===== src/rtl/keypad_pkg.sv =====
// keypad_pkg
//   Shared definitions for the keypad entry controller: key code constants,
//   the entry FSM state type and a small digit classification helper.
package keypad_pkg;

    localparam logic [3:0] K_START   = 4'hA;
    localparam logic [3:0] K_CLEAR   = 4'hB;
    localparam logic [3:0] K_CONFIRM = 4'hC;
    localparam logic [3:0] K_NONE    = 4'hF;

    typedef enum logic [1:0] {IDLE, ENTRY, OFFER, LOCKED} state_t;

    function automatic logic is_digit(input logic [3:0] c);
        return c <= 4'd9;
    endfunction

endpackage


===== src/rtl/key_event_filter.sv =====
// key_event_filter
//   Resynchronises the scanner's key code, waits for it to settle and emits a
//   one-cycle press event when the settled code leaves "none".
//   Ports:
//     clk, reset  system clock, asynchronous active-low reset
//     key_code    raw scanner code (asynchronous to clk)
//     code        settled (filtered) key code, K_NONE after reset
//     press       one-cycle pulse: settled code went K_NONE -> other
module key_event_filter
    import keypad_pkg::*;
#(
    parameter int STABLE = 1024
) (
    input  logic       clk,
    input  logic       reset,
    input  logic [3:0] key_code,
    output logic [3:0] code,
    output logic       press
);

    localparam int CW = $clog2(STABLE + 1);

    logic [3:0]    sync1, sync2;
    logic [CW-1:0] cnt;
    logic          settled;

    // cnt counts cycles sync2 has held its value; it is cleared on the edge
    // where sync2 takes a new value (sync1 differs from it). The code is
    // accepted on the edge that completes STABLE identical cycles.
    assign settled = (sync1 == sync2) && (cnt >= CW'(STABLE - 1));

    always_ff @(posedge clk or negedge reset) begin
        if (!reset) begin
            sync1 <= K_NONE;
            sync2 <= K_NONE;
            cnt   <= '0;
            code  <= K_NONE;
            press <= 1'b0;
        end else begin
            sync1 <= key_code;
            sync2 <= sync1;
            if (sync1 != sync2)
                cnt <= '0;
            else if (cnt != CW'(STABLE))
                cnt <= cnt + CW'(1);
            press <= 1'b0;
            if (settled) begin
                code  <= sync2;
                // only a release-then-press counts; code-to-code moves do not
                press <= (code == K_NONE) && (sync2 != K_NONE);
            end
        end
    end

endmodule


===== src/rtl/keypad_entry_ctrl.sv =====
// keypad_entry_ctrl
//   Turns filtered keypad presses into a BCD set-point, offers it downstream
//   over valid/ready and then issues start/stop pulses.
//   Ports:
//     clk, reset  system clock, asynchronous active-low reset
//     key_code    raw scanner code
//     bcd         set-point, digit 0 in [3:0]
//     ndigits     digits entered so far
//     cfg_valid   set-point offered; cfg_ready accepts it
//     locked      set-point accepted, start/stop enabled
//     start/stop/overflow  one-cycle pulses
module keypad_entry_ctrl
    import keypad_pkg::*;
#(
    parameter int DIGITS = 3,
    parameter int STABLE = 1024
) (
    input  logic                          clk,
    input  logic                          reset,
    input  logic [3:0]                    key_code,
    output logic [4*DIGITS-1:0]           bcd,
    output logic [$clog2(DIGITS+1)-1:0]   ndigits,
    output logic                          cfg_valid,
    input  logic                          cfg_ready,
    output logic                          locked,
    output logic                          start,
    output logic                          stop,
    output logic                          overflow
);

    localparam int BW = 4 * DIGITS;
    localparam int NW = $clog2(DIGITS + 1);

    logic [3:0]    code;
    logic          press;
    state_t        state, state_n;
    logic [BW-1:0] bcd_n;
    logic [NW-1:0] nd_n;
    logic          start_n, stop_n, ovf_n;

    key_event_filter #(.STABLE(STABLE)) u_filter (
        .clk      (clk),
        .reset    (reset),
        .key_code (key_code),
        .code     (code),
        .press    (press)
    );

    always_ff @(posedge clk or negedge reset) begin
        if (!reset) begin
            state     <= IDLE;
            bcd       <= '0;
            ndigits   <= '0;
            cfg_valid <= 1'b0;
            locked    <= 1'b0;
            start     <= 1'b0;
            stop      <= 1'b0;
            overflow  <= 1'b0;
        end else begin
            state     <= state_n;
            bcd       <= bcd_n;
            ndigits   <= nd_n;
            cfg_valid <= (state_n == OFFER);
            locked    <= (state_n == LOCKED);
            start     <= start_n;
            stop      <= stop_n;
            overflow  <= ovf_n;
        end
    end

    always_comb begin
        state_n = state;
        bcd_n   = bcd;
        nd_n    = ndigits;
        start_n = 1'b0;
        stop_n  = 1'b0;
        ovf_n   = 1'b0;
        case (state)
            IDLE: begin
                if (press && is_digit(code)) begin
                    bcd_n   = BW'(code);
                    nd_n    = NW'(1);
                    state_n = ENTRY;
                end
            end
            ENTRY: begin
                if (press) begin
                    if (is_digit(code)) begin
                        if (ndigits < NW'(DIGITS)) begin
                            bcd_n = (bcd << 4) | BW'(code);
                            nd_n  = ndigits + NW'(1);
                        end else begin
                            ovf_n = 1'b1;
                        end
                    end else if (code == K_CLEAR) begin
                        bcd_n   = '0;
                        nd_n    = '0;
                        state_n = IDLE;
                    end else if (code == K_CONFIRM) begin
                        state_n = OFFER;
                    end
                end
            end
            OFFER: begin
                // cfg_valid is high throughout OFFER, so ready alone means a
                // transfer; it wins over a simultaneous clear.
                if (cfg_ready) begin
                    state_n = LOCKED;
                end else if (press && code == K_CLEAR) begin
                    bcd_n   = '0;
                    nd_n    = '0;
                    state_n = IDLE;
                end
            end
            LOCKED: begin
                if (press && code == K_START) begin
                    start_n = 1'b1;
                end else if (press && code == K_CLEAR) begin
                    stop_n  = 1'b1;
                    bcd_n   = '0;
                    nd_n    = '0;
                    state_n = IDLE;
                end
            end
            default: state_n = IDLE;
        endcase
    end

endmodule


===== config.mk =====
export PLATFORM = sky130hd
export DESIGN_NAME = keypad_entry_ctrl
export DESIGN_NICKNAME = d
export VERILOG_FILES = /design/src/rtl/keypad_pkg.sv /design/src/rtl/key_event_filter.sv /design/src/rtl/keypad_entry_ctrl.sv
export SDC_FILE = /design/constraint.sdc
export NUM_CORES = 1
export LEC_CHECK = 0
export BUFFER_PORTS_ARGS = -buffer_cell sky130_fd_sc_hd__buf_2
export CAP_MARGIN = 20
export CELL_PAD_IN_SITES_DETAIL_PLACEMENT = 1
export CELL_PAD_IN_SITES_GLOBAL_PLACEMENT = 2
export CORE_MARGIN = 2
export CORE_UTILIZATION = 37
export DETAILED_ROUTE_END_ITERATION = 10
export GPL_TIMING_DRIVEN = 0
export PLACE_DENSITY_LB_ADDON = 0.1
export SLEW_MARGIN = 15
export SYNTH_ARGS = -nofsm -noshare
export SYNTH_HDL_FRONTEND = slang
export SYNTH_SLANG_ARGS = --single-unit

===== constraint.sdc =====
create_clock -name clk -period 2.4 [get_ports clk]
set_clock_uncertainty 0.2 [all_clocks]
set_input_delay 0.12 -clock clk [delete_from_list [all_inputs] [get_ports clk]]
set_output_delay 0.12 -clock clk [all_outputs]
set_load 0.01 [all_outputs]

# After elaboration in Yosys (flattened, before gate mapping)
# Cells that the tools add are included.
# totals
regBits	45
in_bits	7
out_inout_bits	19
# classes
add_sub_neg	2
order_cmp	3
n_eq_ne	19
n_mux	39
bitwise_logic	1
n_reduce_logical	8
# op_table
op	n
$mux W12	8
$pmux W12 S4	1
$mux W2	16
$mux W11	2
$eq A4 B4 Y1 const B	4
$pmux W2 S4	2
$or A12 B4 Y12	1
$add A11 B1 Y11 const B	1
$ge A11 B10 Y1 const B	1
$ne A11 B11 Y1 const B	1
$mux W1	10
$eq A2 B2 Y1 const B	4
$ne A2 B2 Y1 const B	3
$ne A3 B3 Y1 const B	2
$reduce_and A6 Y1	1
$logic_and A1 B1 Y1	5
$eq A4 B4 Y1	1
$le A4 B4 Y1 const B	1
$ne A4 B4 Y1	1
$ne A4 B4 Y1 const B	1
$add A2 B1 Y2 const B	1
$eq A2 B1 Y1 const B	1
$logic_not A2 Y1	1
$lt A2 B2 Y1 const B	1
2 further kinds	2

# Logic depth before layout (Yosys ltp)
# depth
ltp_word	7
depth_mapped	6

# Modules after synthesis
# From an unflattened synthesis, not the netlist that was laid out.
# unflattened
cells_unflattened	164
hier_area_um2	1975.6
# by_module_without_submodules
mod	n_inst	cells_each	area_each_um2
key_event_filter	1	83	1031.0
keypad_entry_ctrl	1	81	944.7

# Worst setup path before layout
# No wires, ideal clock.
# synth_path
kind	register to register
startpoint	reg u_filter.code[3]
endpoint	reg bcd[0]
t_arrival_ns	1.749
setup_slack_ns	0.323
stages_incl_launch_ff	6
period_less_slack_ns	2.077
path_cell_list	dfstp_2 buf_4 nand3_2 o41a_1 a211oi_4 mux2_1
# synth_between
elab_chain_len	5
# synth_rtl
element	line	rtl
start: declaration	key_event_filter.sv:17	output logic [3:0] code,
start signal: assignment	key_event_filter.sv:48	code <= sync2;
branches (longest 5 deep; another with $le A4 B4 Y1)	-	
end signal: assignment	keypad_entry_ctrl.sv:61	bcd <= bcd_n;
end: declaration	keypad_entry_ctrl.sv:21	output logic [4*DIGITS-1:0] bcd,
# Parallel ways; which one is timed is not known. The select of a mux whose other input is x is not followed.
# A chain may end at the register's enable or synchronous reset.

# Worst setup path after layout
# layout_path
startpoint	reg u_filter.code[3]
endpoint	reg bcd[11]
# The elaborated chain is that of the path after synthesis.

==> flow_summary_export.csv <==
group,metric,value,unit
outcome,status,"completed",
worst_setup_path,crit_chain,"buf_4 > nand3_2 > o41a_1 > a211oi_4 > buf_8 > mux2i_1",
sta,rsz0062_at_grt,"no",
synth,syn_nets,196,
synth,syn-mean-instance-area,11.2,um2
sta,finalHoldViolCount,0,
pwr,swShare,0.207,
worst_setup_path,worstPathMaxFanout,10,
clocking,clock-sinks,45,
sta,tns,0,ns
detailed_routing,ant_nets,0,
detailed_routing,drc,0,
sta,max_slew_margin,0.349,
clocking,clk-insertion-delay-late,0.29,ns
synth,yosysUniqueCellTypes,42,
placed_design,place.gp.congestion,0.729,
worst_setup_path,critPathTopFamily,"compound AO/OA/AOI/OAI gates",
pwr,power_density,542,nW/um2
floorplanning,fp.coreArea,5470,um2
global_route,grt_pass1_vias,1509,
sta,holdWs,0.174,ns
synth,synth_flop_cell,"dfrtp_1",
floorplanning,rows,27,
sta,setup_viol,0,
global_route,overflow,0,
cells_and_area,final-instance-count-excl-fill,297,
worst_setup_path,r2r_cells,6,
sta,fmax,445,MHz
worst_setup_path,required,2.42,ns
synth,yosys_register_bits,45,
placed_design,dp.cells,283,
floorplanning,die-area,6240,um2
cells_and_area,drive_gt1_frac,0.258,
pwr,irDropWorstVdd,0.287,mV
clocking,clk_pin_slew,0.08,ns
cells_and_area,fin_util,0.449,
worst_setup_path,critPathLaunchType,"register",
clocking,htreeDepth,2,
worst_setup_path,r2r_slack,0.15,ns
worst_setup_path,reg2reg_to,"bcd[11]",
pwr,p_comb_frac,0.030,
clocking,cts_root_buffer,"clkbuf_8",
floorplanning,die_height,79.0,um
clocking,cts_tree,"built",
pwr,p_switching,276,uW
worst_setup_path,path_depth,6,
pwr,p_leak,1.11,nW
worst_setup_path,end_kind,"register",
min_path,hold_depth,0,
placed_design,portBuffers,25,
placed_design,preCtsSetupSlack,0.130,ns
detailed_routing,drtPass1Iterations,4,
worst_setup_path,worstSetupPathType,"register to register",
sta,worst_pin_slew,0.976,ns
global_route,grt_pass1_wl,6900,um
sta,slew_viol_final,0,
synth,synth-seq-area-share,0.548,
clocking,post_cts_buffers,0,
sta,timing.final.crit_share,0.936,
detailed_routing,drt_wl_total,4110,um
detailed_routing,drt_iter0_markers,42,
detailed_routing,wl_per_cell,13.8,um
worst_setup_path,critPathMaxStageDelay,0.53,ns
synth,postSynthCellCount,186,
global_route,grt_start_max_net_pins,46,
global_route,grtUsageTotal,0.141,
pwr,power_frac_clock,0.385,
pwr,power_frac_seq,0.584,
sta,min_period,2.25,ns
sta,finalWorstSetupSlack,0.155,ns
synth,netlist_area,2080,um2
cells_and_area,area_delta_synth_final,18.1,%
detailed_routing,vias,1448,
clocking,cts_buffer_depth,2,
flow_run,max-cap-violations,0,
placed_design,dp_hpwl,2920,um
min_path,min-delay-start,"u_filter.sync1[3]",
worst_setup_path,path_buf_inv,2,
detailed_routing,via_per_inst,4.88,
pwr,p_total,1.33,mW
min_path,min_to,"u_filter.sync2[3]",
min_path,hold_class,"register to register",
clocking,cts_buffers,5,
pwr,p_int,1.06,mW
global_route,antenna_found_initial,0,
placed_design,placed_area,2300,um2
synth,synth_edf_count,0,
worst_setup_path,r2r_start,"u_filter.code[3]",
cells_and_area,design_area,2460,um2
synth,yosys_warnings,0,
worst_setup_path,crit_slowest_cell,"dfstp_2",
worst_setup_path,arrival,2.26,ns
synth,synthArstFlopShare,1.00,
floorplanning,start_util,0.380,
cells_and_area,diodes,0,
floorplanning,die_w,79.0,um
floorplanning,io_pins,26,
cells_and_area,nNetsFinal,234,
## worst max-delay path by stage
stage	startpoint	slack (ns)	to
after floorplan	u_filter.code[3]	0.32	bcd[0]
after global placement	u_filter.code[3]	0.19	bcd[0]
after detailed placement	u_filter.cnt[0]	0.13	u_filter.code[3]
after CTS	u_filter.cnt[0]	0.11	u_filter.code[3]
after global routing	u_filter.cnt[0]	0.008	u_filter.code[2]
final	u_filter.code[3]	0.15	bcd[11]
## cell families (layout without fill, tap and decap cells)
family                   count (synthesis)  count (layout)  share of synthesized area
AND/OR/NAND/NOR                         63              63                      0.155
flip-flops                              45              45                      0.548
buffers and inverters                   23              62                     0.0559
AO/OA/AOI/OAI                           20              20                     0.0727
multiplexers                            19              19                     0.0956
XOR/XNOR                                13              13                     0.0547
adder cells (fa/ha/maj)                  3               3                     0.0180
## state kept, by name, summed over array words and instances, names as in the netlist
register,cells
bcd,12
cfg_valid,1
stop,1
u_filter.sync1,4
u_filter.cnt,11
u_filter.code,4
u_filter.press,1
start,1
u_filter.sync2,4
ndigits,2
overflow,1
state,2
locked,1
## final cells by class
type,count,area (um2)
buffer,8,60.1
clock buffer,7,97.6
clock inverter,1,5.00
fill,628,3010
inverter,15,56.3
multi-input combinational,118,825
sequential,45,1140
tap,72,90.1
timing repair buffer,31,185
## power by group through the flow
stage | clock network (mW) | registers [mW] | logic [mW]
final | 0.513 | 0.779 | 0.0405
after global routing | 0.581 | 0.780 | 0.0463
after CTS | 0.537 | 0.779 | 0.0429
after detailed placement | 0 | 0.793 | 0.0354
after global placement | 0 | 0.793 | 0.0337
after floorplan | 0 | 0.791 | 0.0121
## timing repair
item                      4_1_cts  5_1_grt
resized for setup               0        0
hold endpoints to repair       39        0
hold buffers                    6        0
## synthesized netlist by cell type, types with 2 or more instances
| cell | number | area share |
|---|---|---|
| nor2b_1 | 2 | 0.0060 |
| xnor2_1 | 10 | 0.042 |
| dfstp_2 | 12 | 0.15 |
| buf_6 | 2 | 0.011 |
| dfrtp_1 | 33 | 0.40 |
| mux2i_1 | 12 | 0.058 |
| nand2_1 | 17 | 0.031 |
| and3_1 | 2 | 0.0060 |
| nor2_1 | 14 | 0.025 |
| clkbuf_1 | 4 | 0.0072 |
| mux2_1 | 3 | 0.016 |
| and3b_1 | 2 | 0.0084 |
| nor3_1 | 3 | 0.0072 |
| mux2_2 | 4 | 0.022 |
| o21ai_0 | 4 | 0.0096 |
| inv_1 | 14 | 0.025 |
| nand2b_1 | 2 | 0.0060 |
| o211ai_1 | 2 | 0.0072 |
| nand4_1 | 5 | 0.015 |
| a21oi_1 | 5 | 0.012 |
| nor4_1 | 6 | 0.018 |
| xor2_1 | 3 | 0.013 |
| nand3_1 | 4 | 0.0096 |
| ha_1 | 3 | 0.018 |
## cell usage in the layout, fill, tap and decap left out, drive strengths merged, types with 7 or more instances in the layout
master,instances
buf,29
clkbuf,11
dfrtp,33
dfstp,12
inv,15
mux2,7
mux2i,12
nand2,17
nor2,14
xnor2,10
## metal layers
| metal | vias up | GRT usage | share of wire |
|---|---|---|---|
| li1 | 704 | - | - |
| met1 | 719 | 0.170 | 0.45 |
| met2 | 23 | 0.247 | 0.51 |
| met3 | 2 | 0.0409 | 0.034 |
| met4 | 0 | 0.0362 | 0.0046 |
| met5 | - | 0 | 0 |
No activity file was read; power rests on OpenSTA's default activity.
